File: config.mk
export PLATFORM = sky130hd
export DESIGN_NAME = hop_chain_tester
export DESIGN_NICKNAME = d
export VERILOG_FILES = /design/src/rtl/hop_chain_tester.sv
export SDC_FILE = /design/constraint.sdc
export NUM_CORES = 1
export LEC_CHECK = 0
export CELL_PAD_IN_SITES_DETAIL_PLACEMENT = 0
export CELL_PAD_IN_SITES_GLOBAL_PLACEMENT = 1
export CORE_ASPECT_RATIO = 0.7
export CORE_MARGIN = 2
export CORE_UTILIZATION = 34
export DETAILED_ROUTE_END_ITERATION = 7
export PLACE_DENSITY = 0.87
export SYNTH_ARGS = -nofsm -noshare
export SYNTH_HDL_FRONTEND = slang
export SYNTH_SLANG_ARGS = --single-unit
File: constraint.sdc
create_clock -name clock0 -period 2.91 [get_ports clock0]
set_clock_uncertainty 0.15 [all_clocks]
set_input_delay 0.873 -clock clock0 [delete_from_list [all_inputs] [get_ports clock0]]
set_output_delay 0.873 -clock clock0 [all_outputs]
set_load 0.005 [all_outputs]
File: src/rtl/hop_chain_tester.sv
// Stimulus-and-check endpoint for hop-chain routing benchmarks: launches a start pulse
// into each enabled chain, measures per-lane return latency and flags timeout/spurious errors.
module hop_chain_tester #(
    parameter int LANES   = 4,
    parameter int EXP_LAT = 7,
    parameter int TIMEOUT = 15,
    parameter int CNT_W   = 4
) (
    input  logic                     clock0,
    input  logic                     rst1,
    input  logic                     run,
    input  logic [LANES-1:0]         lane_en,
    input  logic [LANES-1:0]         ret,
    output logic [LANES-1:0]         start,
    output logic                     busy,
    output logic                     done,
    output logic                     pass,
    output logic [LANES*CNT_W-1:0]   lat,
    output logic [LANES-1:0]         timeout_err,
    output logic [LANES-1:0]         lat_err,
    output logic [LANES-1:0]         spur_err
);

    localparam logic [CNT_W-1:0] EXP_V     = CNT_W'(EXP_LAT);
    localparam logic [CNT_W-1:0] TIMEOUT_V = CNT_W'(TIMEOUT);

    typedef enum logic [1:0] {
        S_IDLE,
        S_LAUNCH,
        S_WAIT,
        S_DONE
    } state_t;

    state_t                 state;
    logic [CNT_W-1:0]       cnt;
    logic [LANES-1:0]       en_q;
    logic [LANES-1:0]       cap_q;
    logic [LANES-1:0]       spur_q;

    logic [LANES-1:0]       hit;
    logic [LANES-1:0]       cap_n;
    logic [LANES-1:0]       spur_n;
    logic [LANES-1:0]       lerr_n;
    logic [LANES*CNT_W-1:0] lat_n;
    logic [CNT_W-1:0]       cnt_inc;
    logic                   wait_exit;

    assign cnt_inc = (cnt == {CNT_W{1'b1}}) ? cnt : cnt + CNT_W'(1);

    // Next-cycle capture view, so the exit decision and the published results
    // include returns that land in the very cycle WAIT is left.
    // NOTE: every signal gets a default first so no latch is inferred.
    always_comb begin
        hit    = '0;
        cap_n  = cap_q;
        spur_n = spur_q;
        lat_n  = lat;
        lerr_n = '0;
        if (state == S_WAIT) begin
            hit    = ret & en_q & ~cap_q;
            cap_n  = cap_q | hit;
            spur_n = spur_q | (ret & ~hit);
            for (int i = 0; i < LANES; i++) begin
                if (hit[i]) lat_n[i*CNT_W +: CNT_W] = cnt;
            end
        end
        for (int i = 0; i < LANES; i++) begin
            lerr_n[i] = cap_n[i] && (lat_n[i*CNT_W +: CNT_W] != EXP_V);
        end
        wait_exit = (cap_n == en_q) || (cnt == TIMEOUT_V);
    end

    // NOTE: sequential state uses non-blocking assignments only.
    always_ff @(posedge clock0) begin
        if (rst1) begin
            state       <= S_IDLE;
            cnt         <= '0;
            en_q        <= '0;
            cap_q       <= '0;
            spur_q      <= '0;
            start       <= '0;
            busy        <= 1'b0;
            done        <= 1'b0;
            pass        <= 1'b0;
            lat         <= '0;
            timeout_err <= '0;
            lat_err     <= '0;
            spur_err    <= '0;
        end else begin
            start <= '0;
            done  <= 1'b0;
            case (state)
                S_IDLE: begin
                    if (run) begin
                        en_q        <= lane_en;
                        cap_q       <= '0;
                        spur_q      <= '0;
                        lat         <= '0;
                        timeout_err <= '0;
                        lat_err     <= '0;
                        spur_err    <= '0;
                        pass        <= 1'b0;
                        start       <= lane_en;
                        busy        <= 1'b1;
                        cnt         <= '0;
                        state       <= S_LAUNCH;
                    end
                end
                S_LAUNCH: begin
                    cnt   <= cnt_inc;
                    state <= S_WAIT;
                end
                S_WAIT: begin
                    cnt    <= cnt_inc;
                    cap_q  <= cap_n;
                    spur_q <= spur_n;
                    lat    <= lat_n;
                    if (wait_exit) begin
                        done        <= 1'b1;
                        timeout_err <= en_q & ~cap_n;
                        lat_err     <= lerr_n;
                        spur_err    <= spur_n;
                        pass        <= ~|((en_q & ~cap_n) | lerr_n | spur_n);
                        state       <= S_DONE;
                    end
                end
                S_DONE: begin
                    busy  <= 1'b0;
                    state <= S_IDLE;
                end
                default: state <= S_IDLE;
            endcase
        end
    end

endmodule

==> flow_metrics.env, run 1 <==
export IMPL_drc_errors=0
export IMPL_grt_max_degree=53
export IMPL_setup_viol=0
export IMPL_first_pass_iters=4
export IMPL_port_buffers=45
export IMPL_dieArea_um2=7587
export IMPL_numCtsBuffers=5
export IMPL_critPathCaptureType="flop"
export IMPL_overflow=0
export IMPL_clockRootBuffer="clkbuf_8"
export IMPL_layout_worst_path_cycle_share_pct=93.78
export IMPL_finalCriticalPeriod_ps=2729
export IMPL_cts_resized=0
export IMPL_power_density_nw_per_um2=694.0
export IMPL_slowest_delay_ps=520
export IMPL_path_clk_slew_ps=90
export IMPL_rows=25
export IMPL_antenna_cells=0
export IMPL_routedWlPerCell_um=14.65
export IMPL_gp_congestion=0.9113
export IMPL_clock_latency_ps=310
export IMPL_die_w_um=103.3
export IMPL_synth_seq_cells=53
export IMPL_cts_sinks=53
export IMPL_area_growth_pct=31.75
export IMPL_critical_path_arrival_ps=2810
export IMPL_rsz0062_at_grt="false"
export IMPL_grt_pass1_wl_um=10110
export IMPL_wirelength_um=6226
export IMPL_max_freq_ghz=0.3664
export IMPL_p_leak_nw=1.117
export IMPL_drive_above_1_share_pct=9.063
export IMPL_ios=46
export IMPL_crit_slowest_cell="or4_1"
export IMPL_synth_edf_count=0
export IMPL_viasPerCell=5.179
export IMPL_drv_cap=0
export IMPL_yosysWarningCount=0
export IMPL_netlist_area_um2=2345
export IMPL_ys_seq_area_share_pct=45.25
export IMPL_hold_viol_final=0
export IMPL_synthCells=276
export IMPL_mostFrequentLayoutCells="53 x dfxtp_1, 49 x nor2_1, 45 x clkdlybuf4s50_1, 27 x a22oi_1, 26 x nand2_1"
export IMPL_async_flop_share_pct=0
export IMPL_htree_num_levels=2
export IMPL_vias=2201
export IMPL_worst_pin_slew_ps=607.8
export IMPL_synthFlopType="dfxtp_1"
export IMPL_placedCellCount=417
export IMPL_cts_tree="done"
export IMPL_nets=349
export IMPL_start_kind="primary input"
export IMPL_track_usage_pct=17.53
export IMPL_core_area_um2=6725
export IMPL_crit_chain="clkdlybuf4s50_1, a31o_1, or4b_1, or4_1, o31ai_2"
export IMPL_dp_hpwl_um=4553
export IMPL_grt_antenna_before_repair=0
export IMPL_slew_violations=0
export IMPL_critPathRequiredTime_ps=2990
export IMPL_syn_avg_cell_area_um2=8.495
export IMPL_holdBufCountCts=0
export IMPL_layout_commonest_cell="dfxtp_1"
export IMPL_hold_path_class="reg2reg"
export IMPL_yosysUniqueCellTypes=40
export IMPL_peakVddDrop_mv=0.2967
export IMPL_post_cts_setup_buffer_count=0
export IMPL_grt_pass1_vias=1965
export IMPL_slew_headroom_pct=59.38
export IMPL_syn_num_nets=295
export IMPL_antenna_left=0
export IMPL_criticalPathCategory="in2reg"
export IMPL_p_total_w=0.002144
export IMPL_clockBufferDepth=2
export IMPL_stdcell_count=425
export IMPL_outcome="completed"
export IMPL_drt_initial_drc_count=154
export IMPL_worstPathMaxFanout=3
export IMPL_die_h_um=73.48
export IMPL_start_util_pct=34.87
state kept, by name, indices dropped and copies added, names as in the netlist, 2 cells and up:
name         count
lat             16
cap_q            4
cnt              4
en_q             4
lat_err          4
spur_err         4
spur_q           4
start            4
timeout_err      4
state            2
layout make-up:
| cell class | count | area, um2 |
|---|---|---|
| Clock inverter | 1 | 7.507 |
| Tap cell | 94 | 117.6 |
| Inverter | 4 | 15.01 |
| Multi-Input combinational cell | 201 | 1199 |
| Clock buffer | 7 | 76.32 |
| Sequential cell | 53 | 1061 |
| Timing Repair Buffer | 65 | 613.1 |
| Fill cell | 664 | 3636 |
metrics by stage:
stage | setup slack, ps | hold WS, ps | util [%] | setup TNS (ps) | area, um2
after CTS | 179.9 | 311.9 | 45.93 | 0 | 3089
after global placement | -104.7 | 292.1 | 44.69 | -400.5 | 3005
after detailed placement | -148.8 | 298.4 | 44.69 | -975.2 | 3005
final | 181.0 | 307.8 | 45.93 | 0 | 3089
after floorplan | 50.28 | 298.0 | - | 0 | 2347
after global routing | 104.4 | 349.9 | 45.93 | 0 | 3089
critical path, delay by kind of cell:
family,cells,cell delay (ps)
and+or+nand+nor,2,1010
AOI/OAI and AO/OA,2,480
buffers and inverters,1,440
metal layers:
layer | up-vias | track usage (%) | routed length [um]
met4 | 0 | 4.971 | 65
met2 | 68 | 24.31 | 2478
met1 | 1031 | 27.11 | 3279
met3 | 8 | 3.616 | 401
met5 | - | 0 | 0
li1 | 1094 | - | -
worst paths after layout:
kind | start | end | slack [ps] | depth (start not counted)
max | ret[1] | pass | 180 | 5
min | spur_err[2] | spur_err[2] | 310 | 2
max reg2reg | state[0] | pass | 370 | 7
min reg2reg | spur_err[2] | spur_err[2] | 310 | 2
synth_stat cells, types with 2 or more instances:
cell,count,share of area [%]
dfxtp_1,53,45
nor2_1,49,7.8
a22oi_1,27,8.6
nand2_1,26,4.2
clkbuf_1,16,2.6
a21oi_1,15,3.2
nand3_1,10,2.1
o21ai_0,9,1.9
ha_1,8,4.3
a21o_1,5,1.6
nor3b_1,5,1.6
a31oi_1,4,1.1
inv_1,4,0.64
mux2i_1,4,1.7
nand4b_1,4,1.5
a32oi_1,3,1.1
nand4_1,3,0.80
nor2b_1,3,0.80
o21ai_1,3,0.64
o21bai_1,3,0.96
a211oi_1,2,0.64
buf_2,2,0.43
kinds of logic (layout without fill, tap and decap cells):
logic type / Yosys count / count (layout) / share of synthesized area [%]
AO/OA/AOI/OAI: 77 / 77 / 22.20
XOR/XNOR: 1 / 1 / 0.3736
adder cells (fa/ha/maj): 8 / 8 / 4.269
buffers and inverters: 22 / 77 / 3.629
flip-flops: 53 / 53 / 45.25
multiplexers: 4 / 4 / 1.708
AND/OR/NAND/NOR: 111 / 111 / 22.57
where the power goes:
group | switching [W] | internal [W] | leakage, nW
sequential | 0.0000623 | 0.000780 | 0.429
clock | 0.000242 | 0.000171 | 0.0385
combinational | 0.000530 | 0.000358 | 0.650
total | 0.000835 | 0.00131 | 1.12
Power figures use the tool's default switching activity.
==> run 2: changes to the inputs <==
--- a/config.mk
+++ b/config.mk
@@ -11,7 +11,7 @@
 export CORE_MARGIN = 2
 export CORE_UTILIZATION = 34
 export DETAILED_ROUTE_END_ITERATION = 7
-export PLACE_DENSITY = 0.87
+export PLACE_DENSITY = 0.84
 export SYNTH_ARGS = -nofsm -noshare
 export SYNTH_HDL_FRONTEND = slang
 export SYNTH_SLANG_ARGS = --single-unit
==> flow_metrics.env, run 2 (synthesis gave the netlist of run 1 again) <==
export IMPL_worst_pin_slew_ps=557.7
export IMPL_vias=2199
export IMPL_placedCellCount=415
export IMPL_viasPerCell=5.199
export IMPL_antenna_left=0
export IMPL_port_buffers=45
export IMPL_numCtsBuffers=5
export IMPL_r2r_start="state[0]"
export IMPL_critPathCaptureType="flop"
export IMPL_fillers=646
export IMPL_start_kind="primary input"
export IMPL_drt_initial_drc_count=152
export IMPL_cts_resized=0
export IMPL_track_usage_pct=16.98
export IMPL_drive_above_1_share_pct=8.511
export IMPL_mostFrequentLayoutCells="53 x dfxtp_1, 49 x nor2_1, 45 x clkdlybuf4s50_1, 27 x a22oi_1, 26 x nand2_1"
export IMPL_rsz0062_at_grt="false"
export IMPL_critical_path_arrival_ps=2840
export IMPL_area_growth_pct=31.11
export IMPL_drv_cap=0
export IMPL_peakVddDrop_mv=0.3104
export IMPL_outcome="completed"
export IMPL_hold_viol_final=0
export IMPL_holdBufCountCts=0
export IMPL_slew_violations=0
export IMPL_gp_congestion=0.9300
export IMPL_layout_commonest_cell="dfxtp_1"
export IMPL_overflow=0
export IMPL_routedWlPerCell_um=14.72
export IMPL_clockRootBuffer="clkbuf_8"
export IMPL_criticalPathCategory="in2reg"
export IMPL_critPathRequiredTime_ps=3000
export IMPL_max_freq_ghz=0.3630
export IMPL_p_total_w=0.002151
export IMPL_worst_slack_ps=155.0
export IMPL_clockBufferDepth=2
export IMPL_fin_util_pct=45.71
export IMPL_cts_sinks=53
export IMPL_worstHoldStart="spur_err[2]"
export IMPL_layout_worst_path_cycle_share_pct=94.67
export IMPL_stdcell_count=423
export IMPL_grt_max_degree=53
export IMPL_die_w_um=103.3
export IMPL_multi_input_area_um2=1199
export IMPL_clock_latency_ps=310
export IMPL_grt_antenna_before_repair=0
export IMPL_dieArea_um2=7587
export IMPL_hold_path_class="reg2reg"
export IMPL_cts_tree="done"
export IMPL_largest_register="lat"
export IMPL_antenna_cells=0
export IMPL_path_clk_slew_ps=90
export IMPL_finalCriticalPeriod_ps=2755
export IMPL_largest_reg_flops=16
export IMPL_htree_num_levels=2
export IMPL_setup_viol=0
export IMPL_dp_hpwl_um=4491
export IMPL_wirelength_um=6226
export IMPL_die_h_um=73.48
export IMPL_dp_slack_ps=-163.6
export IMPL_power_density_nw_per_um2=699.5
export IMPL_rows=25
export IMPL_start_util_pct=34.87
export IMPL_startpoint="ret[3]"
export IMPL_ff_latch_area_um2=1061
export IMPL_drc_errors=0
export IMPL_post_cts_setup_buffer_count=0
export IMPL_first_pass_iters=5
export IMPL_grt_pass1_wl_um=9756
export IMPL_ios=46
export IMPL_slew_headroom_pct=62.82
export IMPL_grt_pass1_vias=1951
export IMPL_p_leak_nw=1.108
export IMPL_core_area_um2=6725
export IMPL_worstPathMaxFanout=4
export IMPL_nets=347
==> run 2: area by class of cell <==
cell class / instances / share of cell area (%)
Clock buffer: 7 / 2.483
Sequential cell: 53 / 34.51
Multi-Input combinational cell: 201 / 38.99
Timing Repair Buffer: 63 / 19.45
Tap cell: 94 / 3.826
Clock inverter: 1 / 0.2442
Inverter: 4 / 0.4884
==> run 2: layer usage <==
| metal | track usage (%) | part of all wire (%) | vias to the layer above |
|---|---|---|---|
| li1 | - | - | 1099 |
| met1 | 25.41 | 51 | 998 |
| met2 | 23.67 | 40 | 93 |
| met3 | 3.711 | 8.0 | 9 |
| met4 | 6.287 | 1.3 | 0 |
| met5 | 0 | 0 | - |
==> run 2: critical path, stage by stage <==
cell and delay (ps):
clkdlybuf4s50_1 470, nand2_1 110, o21bai_1 90, or4b_1 530, or4_1 530, o31ai_2 240
==> run 2: where the power goes <==
part | internal, W | switching [W]
clock | 0.000171 | 0.000244
combinational | 0.000356 | 0.000539
sequential | 0.000780 | 0.0000607
total | 0.00131 | 0.000844
==> run 2: path summary, 6_finish.rpt <==
check | endpoint | slack, ps | cells after the start
setup / recovery | pass | 160 | 6
hold / removal | spur_err[2] | 310 | 2
setup reg to reg | pass | 300 | 7
hold reg to reg | spur_err[2] | 310 | 2
==> run 2: through the flow <==
stage | setup TNS, ps | hold WS (ps) | instance area [um2]
6_report | 0 | 312.1 | 3074
5_1_grt | 0 | 355.7 | 3074
4_1_cts | 0 | 318.1 | 3074
3_5_place_dp | -898.4 | 304.1 | 2990
3_3_place_gp | -709.5 | 291.1 | 2990
2_1_floorplan | 0 | 298.0 | 2347
